**src/rtl/div_pkg.sv**
```systemverilog
// Shared types and width constants for the divider issue controller.
package div_pkg;

  localparam int unsigned DIV_W = 32;

  typedef enum logic [1:0] {
    IDLE  = 2'd0,
    ISSUE = 2'd1,
    WAIT  = 2'd2,
    HOLD  = 2'd3
  } div_state_e;

endpackage

```
**src/rtl/done_edge_det.sv**
```systemverilog
// Rising-edge detector for the divider DONE level; the history register is cleared by reset.
module done_edge_det (
  input  logic clk,
  input  logic rst,
  input  logic done,
  output logic rise_c
);

  logic done_q;

  always_ff @(posedge clk) begin
    if (rst) begin
      done_q <= 1'b0;
    end else begin
      done_q <= done;
    end
  end

  assign rise_c = done & ~done_q;

endmodule

```
**src/rtl/div_issue_ctrl.sv**
```systemverilog
// Issue/collect controller between a valid/ready operand stream and a multi-cycle divider.
// Optional feature: DIV_ZERO_CHECK_EN short-circuits a zero divisor straight to an error result.
module div_issue_ctrl
  import div_pkg::*;
#(
  parameter int unsigned tamanyo = DIV_W
) (
  input  logic               CLK,
  input  logic               RST,
  input  logic               IN_VALID,
  output logic               IN_READY,
  input  logic [tamanyo-1:0] IN_NUM,
  input  logic [tamanyo-1:0] IN_DEN,
  output logic               START,
  output logic [tamanyo-1:0] NUM,
  output logic [tamanyo-1:0] DEN,
  input  logic [tamanyo-1:0] COC,
  input  logic [tamanyo-1:0] RES,
  input  logic               DONE,
  output logic               OUT_VALID,
  input  logic               OUT_READY,
  output logic [tamanyo-1:0] OUT_COC,
  output logic [tamanyo-1:0] OUT_RES,
  output logic               OUT_ERR
);

  div_state_e state_q;
  div_state_e state_d;
  logic       in_ready_d;
  logic       start_d;
  logic       out_valid_d;
  logic       hs;
  logic       zero_den;
  logic       done_rise_c;
  logic       capture;

  done_edge_det u_done_edge_det (
    .clk    (CLK),
    .rst    (RST),
    .done   (DONE),
    .rise_c (done_rise_c)
  );

  assign hs      = IN_VALID && (state_q == IDLE);
  assign capture = (state_q == WAIT) && done_rise_c;

`ifdef DIV_ZERO_CHECK_EN
  assign zero_den = (IN_DEN == '0);
`else
  assign zero_den = 1'b0;
`endif

  // Next-state and registered-output decode
  always_comb begin
    state_d = state_q;
    unique case (state_q)
      IDLE:    if (hs) state_d = zero_den ? HOLD : ISSUE;
      ISSUE:   state_d = WAIT;
      WAIT:    if (done_rise_c) state_d = HOLD;
      HOLD:    if (OUT_READY) state_d = IDLE;
      default: state_d = IDLE;
    endcase
    in_ready_d  = (state_d == IDLE);
    start_d     = (state_d == ISSUE);
    out_valid_d = (state_d == HOLD);
  end

  always_ff @(posedge CLK) begin
    if (RST) begin
      state_q   <= IDLE;
      IN_READY  <= 1'b1;
      START     <= 1'b0;
      OUT_VALID <= 1'b0;
    end else begin
      state_q   <= state_d;
      IN_READY  <= in_ready_d;
      START     <= start_d;
      OUT_VALID <= out_valid_d;
    end
  end

  // Operands stay put from accept until the next accept
  always_ff @(posedge CLK) begin
    if (RST) begin
      NUM <= '0;
      DEN <= '0;
    end else if (hs) begin
      NUM <= IN_NUM;
      DEN <= IN_DEN;
    end
  end

`ifdef DIV_ZERO_CHECK_EN
  logic err_q;

  always_ff @(posedge CLK) begin
    if (RST) begin
      OUT_COC <= '0;
      OUT_RES <= '0;
      err_q   <= 1'b0;
    end else if (hs && zero_den) begin
      OUT_COC <= '1;
      OUT_RES <= IN_NUM;
      err_q   <= 1'b1;
    end else if (capture) begin
      OUT_COC <= COC;
      OUT_RES <= RES;
      err_q   <= 1'b0;
    end
  end

  assign OUT_ERR = err_q;
`else
  always_ff @(posedge CLK) begin
    if (RST) begin
      OUT_COC <= '0;
      OUT_RES <= '0;
    end else if (capture) begin
      OUT_COC <= COC;
      OUT_RES <= RES;
    end
  end

  assign OUT_ERR = 1'b0;
`endif

endmodule

```
**config.mk**
```make
export PLATFORM = sky130hd
export DESIGN_NAME = div_issue_ctrl
export DESIGN_NICKNAME = d
export VERILOG_FILES = /design/src/rtl/div_pkg.sv /design/src/rtl/done_edge_det.sv /design/src/rtl/div_issue_ctrl.sv
export SDC_FILE = /design/constraint.sdc
export NUM_CORES = 1
export LEC_CHECK = 0
export CAP_MARGIN = 0
export CORE_ASPECT_RATIO = 0.6
export CORE_UTILIZATION = 42
export DETAILED_ROUTE_END_ITERATION = 10
export PLACE_DENSITY = 0.84
export SYNTH_ARGS = -nofsm -noshare
export SYNTH_HDL_FRONTEND = slang
export SYNTH_SLANG_ARGS = --single-unit
```
**constraint.sdc**
```tcl
create_clock -name CLK -period 1.4 [get_ports CLK]
set_input_delay 0.14 -clock CLK [delete_from_list [all_inputs] [get_ports CLK]]
set_output_delay 0.14 -clock CLK [all_outputs]
set_load 0.005 [all_outputs]
```
# [Word-level counts from Yosys, hierarchy flattened]
# Cells that the tools add are included.
[classes] n_addsub=0 n_mul=0 n_div=0 n_lt_le_gt_ge=0 eq_ne=5 shifts=0 n_mux=4 n_bitwise=2 reduce_logical=4
[ops] op="case mux 2 bit (4 select lines)" n=1
[ops] op="equality test 2 bit (second input constant)" n=3
[ops] op="two-way mux 2 bit" n=3
[ops] op="equality test 2 x 1 -> 1 bit (second input constant)" n=2
[ops] op="logical NOT 2 bit" n=2
[ops] op="logical AND 1 bit" n=2
[ops] op="bitwise AND 1 bit" n=1
[ops] op="inverter 1 bit" n=1
[totals] ff_bits=134 latchBits=0 mem_bits_rw=0 romBits=0 mem_count=0

# [Logic depth before layout (Yosys ltp)]
# Gate-level depths: netlist of run 1.
[depth] depth_word=5 depth_mapped=5

# [Cells and area by module]
# From an unflattened synthesis of run 1, not the netlist that was laid out.
[unflattened] cells_unflattened=582 hier_area_um2=4692.0
[by_module_without_submodules] module="div_issue_ctrl" n_inst=1 cells_each=579 area_each_um2=4644.5 seq_area_each_um2=2662.6
[by_module_without_submodules] module="done_edge_det" n_inst=1 cells_each=3 area_each_um2=47.5 seq_area_each_um2=20.0

# [Worst setup path after synthesis of run 1]
# No wires, ideal clock.
[synth_path] kind="reg2reg" from="reg state_q[1]" to="reg OUT_COC[0]" setup_ns=0.072 t_arrival_ns=1.122 required_time_ns=1.328 slack_ns=0.207 stages_incl_launch_ff=5 n_path_buf=2 period_less_slack_ns=1.193 path_cell_list="dfxtp_1 > and4bb_1 > buf_6 > buf_12 > mux2i_1"
[synth_via] elab_chain_cells=2
[synth_rtl] item="from (decl)" line_no="div_issue_ctrl.sv:27" rtl="div_state_e state_q;"
[synth_rtl] item="from (signal assigned)" line_no="div_issue_ctrl.sv:75" rtl="state_q <= state_d;"
[synth_rtl] item="equality test 2 bit" line_no="div_issue_ctrl.sv:45" rtl="assign capture = (state_q == WAIT) && done_rise_c;"
[synth_rtl] item="logical AND 1 bit" line_no="div_issue_ctrl.sv:45"
[synth_rtl] item="to (signal assigned)" line_no="div_issue_ctrl.sv:116" rtl="OUT_COC <= '0;"
[synth_rtl] item="to (signal assigned)" line_no="div_issue_ctrl.sv:119" rtl="OUT_COC <= COC;"
[synth_rtl] item="to (decl)" line_no="div_issue_ctrl.sv:22" rtl="output logic [tamanyo-1:0] OUT_COC,"
# Every way passes these cells.
# A chain may end at the register's enable or synchronous reset.

# [Final worst setup path of run 1]
[layout_path] from="reg OUT_RES[3]" to="out OUT_RES[3]"
[layout_rtl] item="from (decl)" line_no="div_issue_ctrl.sv:23" rtl="output logic [tamanyo-1:0] OUT_RES,"
[layout_rtl] item="from (signal assigned)" line_no="div_issue_ctrl.sv:117" rtl="OUT_RES <= '0;"
[layout_rtl] item="from (signal assigned)" line_no="div_issue_ctrl.sv:120" rtl="OUT_RES <= RES;"
# No word-level cell between the ends.

==> flow_metrics.py, run 1 <==
metrics = {
    "layout": {
        "layout-drive-gt1-share_pct": 8.83,
        "finish.utilization_pct": 69.2,
        "final_common_cell": "nand2b_1",
        "final_cell_mix": "nand2b_1 (256), clkdlybuf4s50_1 (148), mux2i_1 (128)",
        "diodes": 0,
        "regArea_um2": 2710,
        "syn_to_final_growth_pct": 59.5,
        "fill_cells": 1081,
        "nets": 970,
        "stdcell_count": 1041,
        "multi_input_area_um2": 2990,
    },
    "route": {
        "num_vias": 4699,
        "dr.first_iter.drc_count": 181,
        "post_drt_via_cell_ratio": 4.51,
        "antenna_left": 0,
        "route.detailed.drc": 0,
        "drt_wl_total_um": 15200,
        "wl_per_cell_um": 14.6,
        "firstDrtPassIters": 4,
    },
    "yosys": {
        "synth_cell_types": 20,
        "synthCells": 575,
        "ys_ff_latch": 134,
        "synth_nets": 708,
        "synthTopCellsByArea": "dfxtp_1 (45%), nand2b_1 (27%), mux2i_1 (21%), buf_12 (2.0%), clkbuf_1 (1.6%)",
        "syn_area_um2": 5990,
        "synth_top_area_cell": "dfxtp_1",
        "avgSynthCellArea_um2": 10.4,
        "seq_area_frac_synth_pct": 44.8,
        "ys_warn_count": 0,
        "synth_top_area_share_pct": 44.8,
    },
    "clocking": {
        "path_clk_slew_ns": 0.06,
        "clock-sinks": 134,
        "root_buffer": "clkbuf_16",
        "post-cts-setup-buffers": 0,
        "hold_buffers": 0,
        "h-tree-depth": 4,
        "clock_path_buffers": 2,
        "cts_tree": "yes",
        "worst_skew_pair.late_latency_ns": 0.40,
        "cts_buffers": 17,
    },
    "power_and_ir_drop": {
        "powerDensity_nw_per_um2": 1100,
        "leakage_nw": 4.58,
        "ir_drop_v": 0.000659,
    },
    "floorplan": {
        "ioPinCount": 265,
        "initial_core_util_pct": 43.4,
        "die_y_um": 94.5,
        "dieArea_um2": 14700,
        "core_um2": 13800,
        "die_x_um": 156,
        "num_rows": 33,
    },
    "critical_path": {
        "worst-path-buf-inv": 1,
        "crit_required_ns": 1.26,
        "path_max_fanout": 2,
        "ff2ff_setup_slack_ns": 0.07,
        "cpPeakStageDelay_ns": 0.51,
        "worst_ep_arrival_time_ns": 1.24,
        "end_kind": "output port",
        "crit_chain": "clkdlybuf4s50_1",
        "crit_family": "buffers and inverters",
        "cp_slowest_cell": "clkdlybuf4s50_1",
        "setup.worst_path.start_class": "register",
        "crit_type": "register to output port",
    },
    "timing": {
        "setup_viol": 0,
        "hold_viol_final": 0,
        "drv_slew": 0,
        "rsz0062_at_grt": "no",
        "fin_tns_setup_ns": 0,
        "skew_ns": 0.00562,
        "fin_crit_ns": 1.38,
        "post-route-period-util_pct": 98.4,
        "fin_hold_ws_ns": 0.293,
        "fmaxAchievable_mhz": 726,
    },
    "status": {
        "status": "finished, final reports clean",
    },
    "min_path": {
        "holdCritPathClass": "input pin to register",
    },
    "global_route": {
        "grt_pass1_wl_um": 22900,
        "grtUsageTotal_pct": 19.7,
        "grt_pass1_vias": 4638,
        "grt_max_degree": 95,
        "overflow": 0,
        "antenna_found_initial": 0,
    },
    "place": {
        "dp_hpwl_um": 11000,
        "place.gp.congestion": 0.795,
        "portBuffers": 263,
        "dpl.cell_count": 1010,
    },
    "run": {
        "drv_cap": 0,
    },
}
## power by group
group          internal (W)  total, W  switching, W
clock network       0.00316   0.00482       0.00165
registers           0.00403   0.00415      0.000115
logic               0.00103   0.00158      0.000551
total               0.00822    0.0105       0.00232
## metal layers
metal | global-route usage, % | up-vias | part of all wire [%]
met5 | 0 | - | 0
met4 | 6.70 | 0 | 1.4
met3 | 5.64 | 16 | 6.5
met2 | 33.7 | 147 | 48
met1 | 23.8 | 2159 | 44
li1 | - | 2377 | -
## kinds of logic (layout without fill, tap and decap cells)
group | Yosys count | after routing | synth area share (%)
multiplexers | 128 | 128 | 21.4
flip-flops | 134 | 134 | 44.8
AND/OR/NAND/NOR | 263 | 263 | 27.7
buffers and inverters | 44 | 318 | 5.46
AO/OA/AOI/OAI | 5 | 5 | 0.543
other | 1 | 1 | 0.0626
## final cells by class
cell class                      instances  area share, %
Timing Repair Buffer                  287           31.2
Clock inverter                         12           2.12
Multi-Input combinational cell        397           31.3
Tap cell                              192           2.52
Clock buffer                           19           4.53
Sequential cell                       134           28.3
## path summary, 6_finish.rpt
kind / cells after the start / endpoint / startpoint
hold / removal: 3 / u_done_edge_det.done_q / RST
hold reg to reg: 2 / NUM[23] / NUM[23]
setup / recovery: 1 / OUT_RES[3] / OUT_RES[3]
setup reg to reg: 3 / OUT_COC[24] / state_q[0]
## metrics by stage
stage | worst slack [ns] | total power, W | cell area [um^2]
after floorplan | 0.207 | 0.00492 | 5990
after global placement | -0.135 | 0.00586 | 8860
final | 0.0230 | 0.0105 | 9550
after CTS | 0.000342 | 0.0107 | 9420
after global routing | 0.00105 | 0.0109 | 9550
after detailed placement | -0.199 | 0.00591 | 8860
## sequential cells by signal (all words and copies together), names as in the netlist
signal,flops
OUT_RES,32
OUT_COC,32
IN_READY,1
state_q,2
u_done_edge_det.done_q,1
OUT_VALID,1
NUM,32
DEN,32
START,1
## cell usage after synthesis
master and n:
buf_2 3, conb_1 1, nand4bb_1 1, dfxtp_1 134
nor2b_1 1, clkbuf_1 26, nand2b_1 256, buf_6 7
o21a_1 1, a31oi_1 2, nor3b_1 1, a21oi_1 1
or3b_2 1, nand3b_1 1, nor2_1 1, and4bb_1 1
o31ai_1 1, mux2i_1 128, buf_12 6, buf_4 2
## what timing repair did
item	CTS	global route
gates resized for setup	83	50
hold endpoints to repair	0	0
setup endpoints to repair	83	49
pin swaps	0	1
Power figures use the tool's default switching activity.
==> run 2: changes to the inputs <==
Settings changed: CORE_UTILIZATION 42 to 38, SYNTH_HIERARCHICAL set to 1.
==> flow_metrics.py, run 2 <==
metrics = {
    "clocking": {
        "cts_buffers": 17,
        "root_buffer": "clkbuf_16",
        "worst_skew_pair.late_latency_ns": 0.41,
        "cts_tree": "yes",
        "clock-sinks": 134,
        "clock_path_buffers": 2,
        "path_clk_slew_ns": 0.06,
        "h-tree-depth": 4,
    },
    "route": {
        "drt_wl_total_um": 14900,
        "firstDrtPassIters": 5,
        "wl_per_cell_um": 14.6,
        "num_vias": 4755,
        "antenna_left": 0,
        "dr.first_iter.drc_count": 139,
        "post_drt_via_cell_ratio": 4.67,
        "route.detailed.drc": 0,
    },
    "layout": {
        "fin_area_um2": 8300,
        "syn_to_final_growth_pct": 76.9,
        "final_common_cell": "nand2_1",
        "layout-drive-gt1-share_pct": 8.20,
        "final_cell_mix": "nand2_1 (257), clkdlybuf4s50_1 (136), a21oi_1 (126)",
        "nets": 974,
        "diodes": 0,
        "finish.utilization_pct": 68.8,
    },
    "status": {
        "status": "finished, final reports clean",
    },
    "timing": {
        "fin_tns_setup_ns": 0,
        "drv_slew": 0,
        "skew_ns": 0.00900,
        "rsz0062_at_grt": "yes",
        "fin_hold_ws_ns": 0.125,
        "setup_viol": 0,
        "fin_crit_ns": 1.37,
        "post-route-period-util_pct": 97.6,
        "fmaxAchievable_mhz": 732,
        "hold_viol_final": 0,
    },
    "critical_path": {
        "worst_ep_arrival_time_ns": 1.23,
        "crit_chain": "clkdlybuf4s50_1",
        "end_kind": "output port",
        "crit_required_ns": 1.26,
        "setup.worst_path.start_class": "register",
        "worst-path-buf-inv": 1,
        "cpPeakStageDelay_ns": 0.51,
        "crit_family": "buffers and inverters",
        "crit_type": "register to output port",
        "ff2ff_setup_slack_ns": 0.04,
        "path_max_fanout": 2,
        "cp_slowest_cell": "clkdlybuf4s50_1",
    },
    "global_route": {
        "grt_pass1_vias": 4302,
        "grt_max_degree": 66,
        "grt_pass1_wl_um": 21500,
        "grtUsageTotal_pct": 21.4,
        "antenna_found_initial": 0,
        "overflow": 0,
    },
    "power_and_ir_drop": {
        "leakage_nw": 4.34,
        "ir_drop_v": 0.000927,
        "powerDensity_nw_per_um2": 1240,
        "fin_total_pwr_w": 0.0103,
    },
    "run": {
        "drv_cap": 0,
    },
    "yosys": {
        "synth_cell_types": 21,
        "ys_warn_count": 6,
        "ys_ff_latch": 134,
        "seq_area_frac_synth_pct": 57.2,
        "synth_top_area_share_pct": 57.2,
        "synthCells": 582,
        "synth-main-ff-cell": "dfxtp_1",
        "synthArstFlopShare_pct": 0,
        "synth.most_common_cell": "nand2_1",
        "syn_area_um2": 4690,
        "synth_top_area_cell": "dfxtp_1",
        "synth_edf_count": 0,
        "yosys-top-cells-count": "nand2_1 (257), dfxtp_1 (134), a21oi_1 (128), buf_2 (17), clkbuf_1 (15)",
        "synthTopCellsByArea": "dfxtp_1 (57%), nand2_1 (21%), a21oi_1 (14%), buf_2 (1.8%), buf_6 (1.7%)",
        "avgSynthCellArea_um2": 8.06,
        "synth_nets": 715,
    },
    "floorplan": {
        "num_rows": 31,
        "die_x_um": 145,
        "dieArea_um2": 12800,
        "core_um2": 12100,
        "ioPinCount": 265,
        "initial_core_util_pct": 38.9,
        "die_y_um": 88.1,
    },
    "place": {
        "dpl-instance-area_um2": 7470,
        "dp_hpwl_um": 9630,
        "portBuffers": 263,
        "place.gp.congestion": 0.789,
    },
    "min_path": {
        "holdCritPathClass": "input pin to register",
    },
}
run 2: cell count changes in the layout (fill, tap and decap cells not counted), moves of 6 or more:
cell	change
nand2b_1	-256
dfxtp_2	-7
a21oi_1	+125
nand2_1	+257
dfxtp_1	+7
clkdlybuf4s50_1	-12
dlymetal6s2s_1	+18
mux2i_1	-127
dlygate4sd2_1	-6
run 2: what timing repair did:
action | CTS | global route
hold buffers | 0 | 0
pin swaps | 0 | 1
gates resized for setup | 70 | 72
setup endpoints to repair | 69 | 128
gates cloned | 0 | 3
buffers inserted | 0 | 4
run 2: cells by family after synthesis:
kind of cell    synth area share (%)
compound gates                  14.4
buf+inv                         5.89
other cells                   0.0799
mux                            0.213
flops                           57.2
simple gates                    22.2
run 2: layout make-up:
type                       count  area, um^2
fill                         949        3760
timing repair buffer         286        3030
sequential                   134        2700
multi-input combinational    401        1760
clock buffer                  21         440
tap                          165         206
clock inverter                11         174
inverter                       1        3.75
run 2: final timing paths:
path	endpoint	cells after the start	from
worst min-delay path	OUT_RES[21]	2	RST
worst max-delay path	NUM[20]	1	NUM[20]
worst max register to register	OUT_COC[4]	6	state_q[0]
worst min register to register	NUM[26]	2	NUM[26]
run 2: report_power, final:
part,leakage [nW],switching [W],internal [W]
registers,1.10,0.0000994,0.00404
logic,2.95,0.000655,0.000857
clock network,0.288,0.00162,0.00299
run 2: metrics by stage:
step	std cells	worst slack, ns
5_1_grt	1019	-0.0155
3_3_place_gp	980	-0.214
4_1_cts	1012	0.000491
6_report	1019	0.0337
2_1_floorplan	582	0.0849
3_5_place_dp	980	-0.273
run 2: layer usage:
layer	GRT usage (%)	wire, um	up-vias
li1	-	-	2390
met1	26.1	6260	2166
met2	35.4	7000	187
met3	8.70	1470	12
met4	6.03	138	0
met5	0	0	-
